$ cat src/rtl/conv2d_pkg.sv
// Shared geometry helpers and FSM state encoding for the conv2d scheduler.
package conv2d_pkg;

  typedef enum logic [2:0] {
    IDLE   = 3'd0,
    BIAS   = 3'd1,
    MAC    = 3'd2,
    WAIT   = 3'd3,
    FINISH = 3'd4
  } state_t;

  // Output spatial size for one dimension.
  function automatic int out_dim(input int in_dim, input int pad, input int k, input int stride);
    return (in_dim + 2 * pad - k) / stride + 1;
  endfunction

  // Bits needed to index n elements, never less than 1.
  function automatic int addr_w(input int n);
    return (n < 2) ? 1 : $clog2(n);
  endfunction

endpackage

$ cat src/rtl/conv2d_scheduler_if.sv
// Op/result handshake between the scheduler (master) and the MAC datapath (slave).
interface conv2d_scheduler_if #(
  parameter int IN_AW  = 8,
  parameter int W_AW   = 7,
  parameter int B_AW   = 2,
  parameter int OUT_AW = 8
);
  logic              op_valid;
  logic              op_ready;
  logic              op_bias;
  logic              op_last;
  logic              op_pad;
  logic [IN_AW-1:0]  in_addr;
  logic [W_AW-1:0]   w_addr;
  logic [B_AW-1:0]   b_addr;
  logic [OUT_AW-1:0] out_addr;
  logic              res_done;

  modport master (
    output op_valid, op_bias, op_last, op_pad, in_addr, w_addr, b_addr, out_addr,
    input  op_ready, res_done
  );

  modport slave (
    input  op_valid, op_bias, op_last, op_pad, in_addr, w_addr, b_addr, out_addr,
    output op_ready, res_done
  );
endinterface

$ cat src/rtl/conv2d_tap_addr.sv
// Combinational tap address generator: maps loop indices to flat input/weight
// addresses and flags taps that fall into the zero-padding border.
module conv2d_tap_addr
  import conv2d_pkg::*;
#(
  parameter int IN_CHANNELS = 3,
  parameter int IN_HEIGHT   = 8,
  parameter int IN_WIDTH    = 8,
  parameter int KERNEL_SIZE = 3,
  parameter int STRIDE      = 1,
  parameter int PADDING     = 1,
  parameter int OC_W        = 2,
  parameter int IC_W        = 2,
  parameter int OH_W        = 3,
  parameter int OW_W        = 3,
  parameter int K_W         = 2,
  parameter int IN_AW       = 8,
  parameter int W_AW        = 7
) (
  input  logic [OC_W-1:0]  oc,
  input  logic [IC_W-1:0]  ic,
  input  logic [OH_W-1:0]  oh,
  input  logic [OW_W-1:0]  ow,
  input  logic [K_W-1:0]   kh,
  input  logic [K_W-1:0]   kw,
  output logic [IN_AW-1:0] in_addr,
  output logic [W_AW-1:0]  w_addr,
  output logic             pad
);

  logic signed [31:0] ih;
  logic signed [31:0] iw;

  // Signed tap coordinates, padding test and flat index arithmetic.
  always_comb begin
    ih      = int'(oh) * STRIDE + int'(kh) - PADDING;
    iw      = int'(ow) * STRIDE + int'(kw) - PADDING;
    pad     = (ih < 0) || (ih >= IN_HEIGHT) || (iw < 0) || (iw >= IN_WIDTH);
    in_addr = pad ? '0 : IN_AW'((int'(ic) * IN_HEIGHT + ih) * IN_WIDTH + iw);
    w_addr  = W_AW'(((int'(oc) * IN_CHANNELS + int'(ic)) * KERNEL_SIZE + int'(kh))
                    * KERNEL_SIZE + int'(kw));
  end

endmodule

$ cat src/rtl/conv2d_scheduler.sv
// Conv2d op sequencer: per output element issues one bias-load op followed by
// IC*K*K MAC ops, waits for the datapath to retire the result, then moves on.
module conv2d_scheduler
  import conv2d_pkg::*;
#(
  parameter int IN_CHANNELS  = 3,
  parameter int IN_HEIGHT    = 8,
  parameter int IN_WIDTH     = 8,
  parameter int OUT_CHANNELS = 4,
  parameter int KERNEL_SIZE  = 3,
  parameter int STRIDE       = 1,
  parameter int PADDING      = 1,
  parameter int OUT_HEIGHT   = out_dim(IN_HEIGHT, PADDING, KERNEL_SIZE, STRIDE),
  parameter int OUT_WIDTH    = out_dim(IN_WIDTH, PADDING, KERNEL_SIZE, STRIDE),
  parameter int IN_AW        = addr_w(IN_CHANNELS * IN_HEIGHT * IN_WIDTH),
  parameter int W_AW         = addr_w(OUT_CHANNELS * IN_CHANNELS * KERNEL_SIZE * KERNEL_SIZE),
  parameter int B_AW         = addr_w(OUT_CHANNELS),
  parameter int OUT_AW       = addr_w(OUT_CHANNELS * OUT_HEIGHT * OUT_WIDTH)
) (
  input  logic clk,
  input  logic rst,
  input  logic start,
  output logic busy,
  output logic done,
  conv2d_scheduler_if.master bus
);

  localparam int OC_W = addr_w(OUT_CHANNELS);
  localparam int IC_W = addr_w(IN_CHANNELS);
  localparam int OH_W = addr_w(OUT_HEIGHT);
  localparam int OW_W = addr_w(OUT_WIDTH);
  localparam int K_W  = addr_w(KERNEL_SIZE);

  localparam logic [OC_W-1:0] OC_LAST = OC_W'(OUT_CHANNELS - 1);
  localparam logic [IC_W-1:0] IC_LAST = IC_W'(IN_CHANNELS - 1);
  localparam logic [OH_W-1:0] OH_LAST = OH_W'(OUT_HEIGHT - 1);
  localparam logic [OW_W-1:0] OW_LAST = OW_W'(OUT_WIDTH - 1);
  localparam logic [K_W-1:0]  K_LAST  = K_W'(KERNEL_SIZE - 1);

  state_t state, state_next;

  logic [OC_W-1:0]  oc;
  logic [IC_W-1:0]  ic;
  logic [OH_W-1:0]  oh;
  logic [OW_W-1:0]  ow;
  logic [K_W-1:0]   kh;
  logic [K_W-1:0]   kw;

  logic             op_fire;
  logic             mac_last;
  logic             elem_last;
  logic [IN_AW-1:0] tap_in_addr;
  logic [W_AW-1:0]  tap_w_addr;
  logic             tap_pad;

  assign op_fire   = ((state == BIAS) || (state == MAC)) && bus.op_ready;
  assign mac_last  = (ic == IC_LAST) && (kh == K_LAST) && (kw == K_LAST);
  assign elem_last = (oc == OC_LAST) && (oh == OH_LAST) && (ow == OW_LAST);

  conv2d_tap_addr #(
    .IN_CHANNELS (IN_CHANNELS),
    .IN_HEIGHT   (IN_HEIGHT),
    .IN_WIDTH    (IN_WIDTH),
    .KERNEL_SIZE (KERNEL_SIZE),
    .STRIDE      (STRIDE),
    .PADDING     (PADDING),
    .OC_W        (OC_W),
    .IC_W        (IC_W),
    .OH_W        (OH_W),
    .OW_W        (OW_W),
    .K_W         (K_W),
    .IN_AW       (IN_AW),
    .W_AW        (W_AW)
  ) u_tap (
    .oc      (oc),
    .ic      (ic),
    .oh      (oh),
    .ow      (ow),
    .kh      (kh),
    .kw      (kw),
    .in_addr (tap_in_addr),
    .w_addr  (tap_w_addr),
    .pad     (tap_pad)
  );

  // State register.
  always_ff @(posedge clk or negedge rst) begin
    if (!rst) state <= IDLE;
    else      state <= state_next;
  end

  // Next-state and control outputs.
  always_comb begin
    state_next   = state;
    busy         = 1'b0;
    done         = 1'b0;
    bus.op_valid = 1'b0;
    bus.op_bias  = 1'b0;
    unique case (state)
      IDLE: begin
        if (start) state_next = BIAS;
      end
      BIAS: begin
        busy         = 1'b1;
        bus.op_valid = 1'b1;
        bus.op_bias  = 1'b1;
        if (op_fire) state_next = MAC;
      end
      MAC: begin
        busy         = 1'b1;
        bus.op_valid = 1'b1;
        if (op_fire && mac_last) state_next = WAIT;
      end
      WAIT: begin
        busy = 1'b1;
        if (bus.res_done) state_next = elem_last ? FINISH : BIAS;
      end
      FINISH: begin
        done       = 1'b1;
        state_next = IDLE;
      end
      default: state_next = IDLE;
    endcase
  end

  // Loop counters: kw fastest then kh then ic per element; ow fastest then oh then oc per pass.
  always_ff @(posedge clk or negedge rst) begin
    if (!rst) begin
      oc <= '0; ic <= '0; oh <= '0; ow <= '0; kh <= '0; kw <= '0;
    end else begin
      unique case (state)
        IDLE: begin
          if (start) begin
            oc <= '0; ic <= '0; oh <= '0; ow <= '0; kh <= '0; kw <= '0;
          end
        end
        BIAS: begin
          if (op_fire) begin
            ic <= '0; kh <= '0; kw <= '0;
          end
        end
        MAC: begin
          if (op_fire) begin
            if (kw == K_LAST) begin
              kw <= '0;
              if (kh == K_LAST) begin
                kh <= '0;
                ic <= (ic == IC_LAST) ? '0 : ic + 1'b1;
              end else begin
                kh <= kh + 1'b1;
              end
            end else begin
              kw <= kw + 1'b1;
            end
          end
        end
        WAIT: begin
          if (bus.res_done) begin
            if (ow == OW_LAST) begin
              ow <= '0;
              if (oh == OH_LAST) begin
                oh <= '0;
                oc <= (oc == OC_LAST) ? '0 : oc + 1'b1;
              end else begin
                oh <= oh + 1'b1;
              end
            end else begin
              ow <= ow + 1'b1;
            end
          end
        end
        default: ;
      endcase
    end
  end

  // Operand fields depend only on state and counters, so they hold while stalled.
  assign bus.op_last  = (state == MAC) && mac_last;
  assign bus.op_pad   = (state == MAC) && tap_pad;
  assign bus.in_addr  = (state == MAC) ? tap_in_addr : '0;
  assign bus.w_addr   = (state == MAC) ? tap_w_addr : '0;
  assign bus.b_addr   = B_AW'(oc);
  assign bus.out_addr = OUT_AW'((int'(oc) * OUT_HEIGHT + int'(oh)) * OUT_WIDTH + int'(ow));

endmodule

$ cat src/flat_wrapper.sv
// flat-port wrapper written by rule: the top's interface ports become plain ports
module conv2d_scheduler_flat import conv2d_pkg::*;
#(
  parameter int IN_CHANNELS  = 3,
  parameter int IN_HEIGHT    = 8,
  parameter int IN_WIDTH     = 8,
  parameter int OUT_CHANNELS = 4,
  parameter int KERNEL_SIZE  = 3,
  parameter int STRIDE       = 1,
  parameter int PADDING      = 1,
  parameter int OUT_HEIGHT   = out_dim(IN_HEIGHT, PADDING, KERNEL_SIZE, STRIDE),
  parameter int OUT_WIDTH    = out_dim(IN_WIDTH, PADDING, KERNEL_SIZE, STRIDE),
  parameter int IN_AW        = addr_w(IN_CHANNELS * IN_HEIGHT * IN_WIDTH),
  parameter int W_AW         = addr_w(OUT_CHANNELS * IN_CHANNELS * KERNEL_SIZE * KERNEL_SIZE),
  parameter int B_AW         = addr_w(OUT_CHANNELS),
  parameter int OUT_AW       = addr_w(OUT_CHANNELS * OUT_HEIGHT * OUT_WIDTH)
)
  (clk, rst, start, busy, done, bus_op_valid, bus_op_bias, bus_op_last, bus_op_pad, bus_in_addr, bus_w_addr, bus_b_addr, bus_out_addr, bus_op_ready, bus_res_done);
  conv2d_scheduler_if #(.IN_AW(IN_AW), .W_AW(W_AW), .B_AW(B_AW), .OUT_AW(OUT_AW)) bus_i ();
  input  logic clk;
  input  logic rst;
  input  logic start;
  output logic busy;
  output logic done;
  output wire logic [$bits(bus_i.op_valid)-1:0] bus_op_valid;
  output wire logic [$bits(bus_i.op_bias)-1:0] bus_op_bias;
  output wire logic [$bits(bus_i.op_last)-1:0] bus_op_last;
  output wire logic [$bits(bus_i.op_pad)-1:0] bus_op_pad;
  output wire logic [$bits(bus_i.in_addr)-1:0] bus_in_addr;
  output wire logic [$bits(bus_i.w_addr)-1:0] bus_w_addr;
  output wire logic [$bits(bus_i.b_addr)-1:0] bus_b_addr;
  output wire logic [$bits(bus_i.out_addr)-1:0] bus_out_addr;
  input wire logic [$bits(bus_i.op_ready)-1:0] bus_op_ready;
  input wire logic [$bits(bus_i.res_done)-1:0] bus_res_done;
  assign bus_op_valid = bus_i.op_valid;
  assign bus_op_bias = bus_i.op_bias;
  assign bus_op_last = bus_i.op_last;
  assign bus_op_pad = bus_i.op_pad;
  assign bus_in_addr = bus_i.in_addr;
  assign bus_w_addr = bus_i.w_addr;
  assign bus_b_addr = bus_i.b_addr;
  assign bus_out_addr = bus_i.out_addr;
  assign bus_i.op_ready = bus_op_ready;
  assign bus_i.res_done = bus_res_done;
  conv2d_scheduler #(.IN_CHANNELS(IN_CHANNELS), .IN_HEIGHT(IN_HEIGHT), .IN_WIDTH(IN_WIDTH), .OUT_CHANNELS(OUT_CHANNELS), .KERNEL_SIZE(KERNEL_SIZE), .STRIDE(STRIDE), .PADDING(PADDING), .OUT_HEIGHT(OUT_HEIGHT), .OUT_WIDTH(OUT_WIDTH), .IN_AW(IN_AW), .W_AW(W_AW), .B_AW(B_AW), .OUT_AW(OUT_AW)) u_core (.clk(clk), .rst(rst), .start(start), .busy(busy), .done(done), .bus(bus_i));
endmodule
$ cat config.mk
export PLATFORM = sky130hd
export DESIGN_NAME = conv2d_scheduler_flat
export DESIGN_NICKNAME = d
export VERILOG_FILES = /design/src/rtl/conv2d_pkg.sv /design/src/rtl/conv2d_scheduler_if.sv /design/src/rtl/conv2d_tap_addr.sv /design/src/rtl/conv2d_scheduler.sv /design/src/flat_wrapper.sv
export SDC_FILE = /design/constraint.sdc
export NUM_CORES = 1
export LEC_CHECK = 0
export ABC_AREA = 1
export BUFFER_PORTS_ARGS = -buffer_cell sky130_fd_sc_hd__buf_2
export CORE_MARGIN = 4
export CORE_UTILIZATION = 59
export CTS_CLUSTER_SIZE = 28
export DETAILED_ROUTE_END_ITERATION = 10
export PLACE_DENSITY = 0.83
export SYNTH_ARGS = -nofsm -noshare
export SYNTH_HDL_FRONTEND = slang
export SYNTH_SLANG_ARGS = --single-unit
$ cat constraint.sdc
create_clock -name clk -period 8.8 [get_ports clk]
set_clock_uncertainty 0.1 [all_clocks]
set_input_delay 0.88 -clock clk [delete_from_list [all_inputs] [get_ports clk]]
set_output_delay 0.88 -clock clk [all_outputs]
set_load 0.03 [all_outputs]
# Yosys cells after proc, flatten, opt, wreduce, memory -nomap -nowiden
# Index checks and enable logic that the tools add are counted.
[totals]
register_bits = 17
output_inout_bits = 31
wordCells = 114
in_bits = 5
[classes]
order_cmp = 4
n_mul = 3
n_mux = 40
reduce_logical = 24
n_addsub = 17
n_eq_ne = 19
[op_table]
columns = ["cell", "n"]
rows = [
  ["two-way mux 3 bit", 11],
  ["two-way mux 2 bit", 15],
  ["case mux 2 bit (3 select lines)", 3],
  ["two-way mux 8 bit", 2],
  ["case mux 3 bit (2 select lines)", 2],
  ["case mux 3 bit (4 select lines)", 1],
  ["AND reduction 4 bit", 3],
  ["greater-or-equal comparator 5 bit, second input constant", 2],
  ["< comparator 5 x 1 -> 1 bit, second input constant", 2],
  ["inequality test 2 bit, second input constant", 5],
  ["AND reduction 5 bit", 2],
  ["subtractor 4 x 1 -> 5 bit, second input constant", 2],
  ["equality test 3 bit, second input constant", 3],
  ["adder 2 x 1 -> 2 bit, second input constant", 4],
  ["adder 3 x 2 -> 4 bit", 2],
  ["adder 7 x 2 -> 8 bit", 1],
  ["adder 8 x 4 -> 8 bit", 1],
  ["adder 8 x 5 -> 8 bit", 1],
  ["equality test 2 bit, second input constant", 4],
  ["logical AND 1 bit", 8],
  ["multiplier 8 x 2 -> 7 bit, second input constant", 1],
  ["inequality test 2 x 1 -> 1 bit, second input constant", 4],
  ["adder 7 x 2 -> 7 bit", 1],
  ["multiplier 5 x 2 -> 7 bit, second input constant", 1],
  ["18 further kinds", 26],
]

# Depth between registers and ports, before layout
[depth]
ltp_word = 8
ltp_mapped = 19
depth_no_buf = 19

# Hierarchy
# Synthesis repeated with hierarchy kept, for this count alone.
[unflattened]
hier_cells = 371
hier_area_um2 = 2627.5
[by_module_without_submodules]
columns = ["module", "instances", "area_per_inst_um2", "seq_area_each_um2", "cells_each"]
rows = [
  ["conv2d_tap_addr", 1, 1377.6, 0.0, 188],
  ["conv2d_scheduler", 1, 1249.9, 425.4, 183],
]

# Worst setup path before layout
# No wires, ideal clock.
[synth_timing]
path_type = "register to output"
start = "register u_core.oc[0], in the netlist u_core.bus.b_addr[0]"
end = "output port bus_w_addr[6]"
path_stages_with_launch = 20
setup_slack_ns = 3.587
t_arrival_ns = 4.233
required_time_ns = 7.820
n_path_buf = 0
path_cell_list = "dfrtp_1 fa_1 ha_1 inv_1 fa_1 inv_1 ha_1 ha_1 a21oi_1 nand2_1 xor2_1 inv_1 ha_1 ha_1 nand2_1 o21ai_0 nor2_1 nand2_1 nand2_1 nor2_1"
[synth_between]
elab_chain_len = 7
[synth_lines]
columns = ["element", "line_no", "source"]
rows = [
  ["start, declared", "conv2d_scheduler.sv:42", "logic [OC_W-1:0] oc;"],
  ["start signal, assigned", "conv2d_scheduler.sv:163", "oc <= (oc == OC_LAST) ? '0 : oc + 1'b1;"],
  ["multiplier 2 x 2 -> 4 bit", "conv2d_tap_addr.sv:40", "w_addr = W_AW'(((int'(oc) * IN_CHANNELS + int'(ic)) * KERNEL_SIZE + int'(kh))"],
  ["adder 4 x 2 -> 5 bit", "conv2d_tap_addr.sv:40", ""],
  ["multiplier 5 x 2 -> 7 bit", "conv2d_tap_addr.sv:40", ""],
  ["adder 7 x 2 -> 8 bit", "conv2d_tap_addr.sv:40", ""],
  ["multiplier 8 x 2 -> 7 bit", "conv2d_tap_addr.sv:41", "* KERNEL_SIZE + int'(kw));"],
  ["adder 7 x 2 -> 7 bit", "conv2d_tap_addr.sv:41", ""],
  ["two-way mux 7 bit", "conv2d_scheduler.sv:181", "assign bus.w_addr = (state == MAC) ? tap_w_addr : '0;"],
  ["end, declared", "flat_wrapper.sv:30", "output wire logic [$bits(bus_i.w_addr)-1:0] bus_w_addr;"],
]
# No other way between the ends.

# Final worst setup path
# Same ends and word-level chain as after synthesis.

==> impl_metrics.env <==
export IMPL_status="finished clean"
export IMPL_relSlewSlack_pct=74.0
export IMPL_clkLatencyLatePin_ns=0.28
export IMPL_dp_hpwl_um=3510
export IMPL_core_um2=3360
export IMPL_finalNetCount=376
export IMPL_ant_nets=0
export IMPL_n_antenna_cell=0
export IMPL_cts_tree="yes"
export IMPL_cp_common_cell="ha_1"
export IMPL_path_clk_slew_ns=0.10
export IMPL_synth_edff_count=0
export IMPL_synth_top_area_cell="ha_1"
export IMPL_firstDrtPassIters=4
export IMPL_hold_path_class="primary input to asynchronous set/reset pin"
export IMPL_final_common_cell="nand2_1"
export IMPL_cap_violations=0
export IMPL_cts_hold_buf=0
export IMPL_num_rows=21
export IMPL_postCtsSetupBuffers=0
export IMPL_avgViaCountPerCell=5.03
export IMPL_cp_end_kind="primary output"
export IMPL_critical_path_max_fanout=7
export IMPL_cts_buffer_depth=2
export IMPL_setup_viol=0
export IMPL_antenna_found_initial=0
export IMPL_syn_area_um2=2080
export IMPL_cp_required_ns=7.82
export IMPL_avgSynthCellArea_um2=7.27
export IMPL_syn_inst=286
export IMPL_synthDominantCellAreaShare_pct=23.5
export IMPL_grt_max_degree=20
export IMPL_synth_nets=339
export IMPL_start_kind="flop"
export IMPL_fillers=312
export IMPL_drtIter0Drc=79
export IMPL_ys_ff_latch=17
export IMPL_async_flop_share_pct=100
export IMPL_cts_num_sinks=17
export IMPL_totalWireLength_um=4060
export IMPL_cp_data_arrival_time_ns=4.48
export IMPL_io_buffers=35
export IMPL_criticalPathCategory="flop to primary output"
export IMPL_ys_seq_area_share_pct=20.5
export IMPL_yosysWarningCount=0
export IMPL_multi_input_area_um2=1430
export IMPL_rsz0062_at_grt="no"
export IMPL_drive_gt1_share_pct=13.4
export IMPL_vias=1851
export IMPL_min_period_over_period_pct=62.0
export IMPL_initial_utilization_pct=61.8
export IMPL_grt_pass1_wl_um=7260
export IMPL_drv_slew=0
export IMPL_tns_ns=0
export IMPL_wire_per_inst_um=11.0
export IMPL_ff2ff_path_depth=7
export IMPL_place_congestion=0.840
export IMPL_die_area_um2=4540
export IMPL_drc=0
export IMPL_ys_types=26
export IMPL_root_buffer="clkbuf_4"
export IMPL_fin_crit_ns=5.46
export IMPL_htree_num_levels=1
export IMPL_grt_usage_pct=20.4
export IMPL_seq_area_um2=425
export IMPL_final_cell_mix="nand2_1, inv_1, ha_1"
export IMPL_synth_flop_cell="dfrtp_1"
export IMPL_die_h_um=67.4
export IMPL_area_growth_synth_to_final_pct=11.6
export IMPL_synth_area_leaders="ha_1, dfrtp_1, nand2_1"
export IMPL_fmax_mhz=183
export IMPL_cts_buffers=3
export IMPL_io_pins=36
export IMPL_path_cells="fa_1 > ha_1 > inv_1 > fa_1 > inv_1 > ha_1 > ha_1 > a21oi_1 > nand2_1 > xor2_1 > inv_1 > ha_1 > ha_1 > nand2_1 > nor3_1 > nor2_1 > nand2_1 > nand2_1 > nor2_1 > buf_2"
export IMPL_cts_resized=0
export IMPL_slowest_delay_ns=0.57
export IMPL_grt_overflow=0
export IMPL_slowest_stage="fa_1"
export IMPL_tightest_slew_ns=0.389
export IMPL_hold_viol_final=0
export IMPL_first_global_vias=1760
export IMPL_die_x_um=67.4
[stage by stage]
stage / setup slack (ns) / cell area (µm²) / utilization (%) / hold WS [ns] / std cells
2_1_floorplan: 3.59 / 2080 / - / 0.395 / 286
3_3_place_gp: 3.76 / 2290 / 68.1 / 0.417 / 364
3_5_place_dp: 3.67 / 2290 / 68.1 / 0.424 / 364
4_1_cts: 3.33 / 2320 / 68.9 / 0.409 / 368
5_1_grt: 2.93 / 2320 / 68.9 / 0.411 / 368
6_report: 3.34 / 2320 / 68.9 / 0.400 / 368
[sequential cells by signal (all words and copies together), names as in the netlist]
name,flops
u_core.ic,2
u_core.oh,3
u_core.state,3
u_core.ow,3
u_core.kh,2
u_core.bus.b_addr,2
u_core.kw,2
[path summary, 6_finish.rpt]
path	from	end	slack, ns
min in group clk	u_core.oh[0]$_DFFE_PN0P_	u_core.oh[0]$_DFFE_PN0P_	0.44
max reg2reg	u_core.state[2]$_DFFE_PN0P_	u_core.state[0]$_DFFE_PN0P_	7.09
max	u_core.bus.b_addr[0]$_DFFE_PN0P_	bus_w_addr[6]	3.34
min reg2reg	u_core.oh[0]$_DFFE_PN0P_	u_core.oh[0]$_DFFE_PN0P_	0.44
min	rst	u_core.oh[1]$_DFFE_PN0P_	0.40
max in group asynchronous	rst	u_core.state[0]$_DFFE_PN0P_	7.92
[area by class of cell]
class,count,area share (%)
Multi-Input combinational cell,212,61.7
Clock inverter,1,0.216
Timing Repair Buffer,35,7.56
Sequential cell,17,18.3
Inverter,54,8.74
Tap cell,46,2.48
Clock buffer,3,0.971
[synthesized netlist by cell type (2+ instances only)]
master / number
nor2_1: 34
fa_1: 9
nor3_1: 8
inv_1: 54
o21ai_1: 2
buf_4: 2
nand3_1: 15
dfrtp_1: 17
o21ai_0: 11
a21oi_1: 11
xnor2_1: 4
xor2_1: 4
nand4_1: 2
nand2_1: 63
ha_1: 39
[worst max-delay path: cells and delay by family, from the launching register on]
family,cells,cell delay (ns)
AO/OA/AOI/OAI,1,0.16
XOR/XNOR,1,0.18
adder cells (fa/ha/maj),7,2.43
buffers and inverters,4,0.36
flip-flops,1,0.47
AND/OR/NAND/NOR,7,0.57
[kinds of logic after synthesis]
kind of cell	after synthesis	share of synthesized area (%)
compound gates	30	7.89
buf+inv	57	10.7
flops	17	20.5
fa+ha+maj	48	32.1
xor+xnor	8	3.37
simple gates	126	25.4
[layer usage]
layer / wire (µm) / vias up / track usage [%] / share of wire, %
met5: 0 / - / 0 / 0
li1: - / 975 / - / -
met2: 1980 / 45 / 37.2 / 49
met3: 178 / 2 / 2.33 / 4.4
met4: 9 / 0 / 3.54 / 0.22
met1: 1900 / 829 / 26.0 / 47
Power is not shown: default switching activity piles up to over one toggle a cycle in this logic, so the estimate is an artifact.
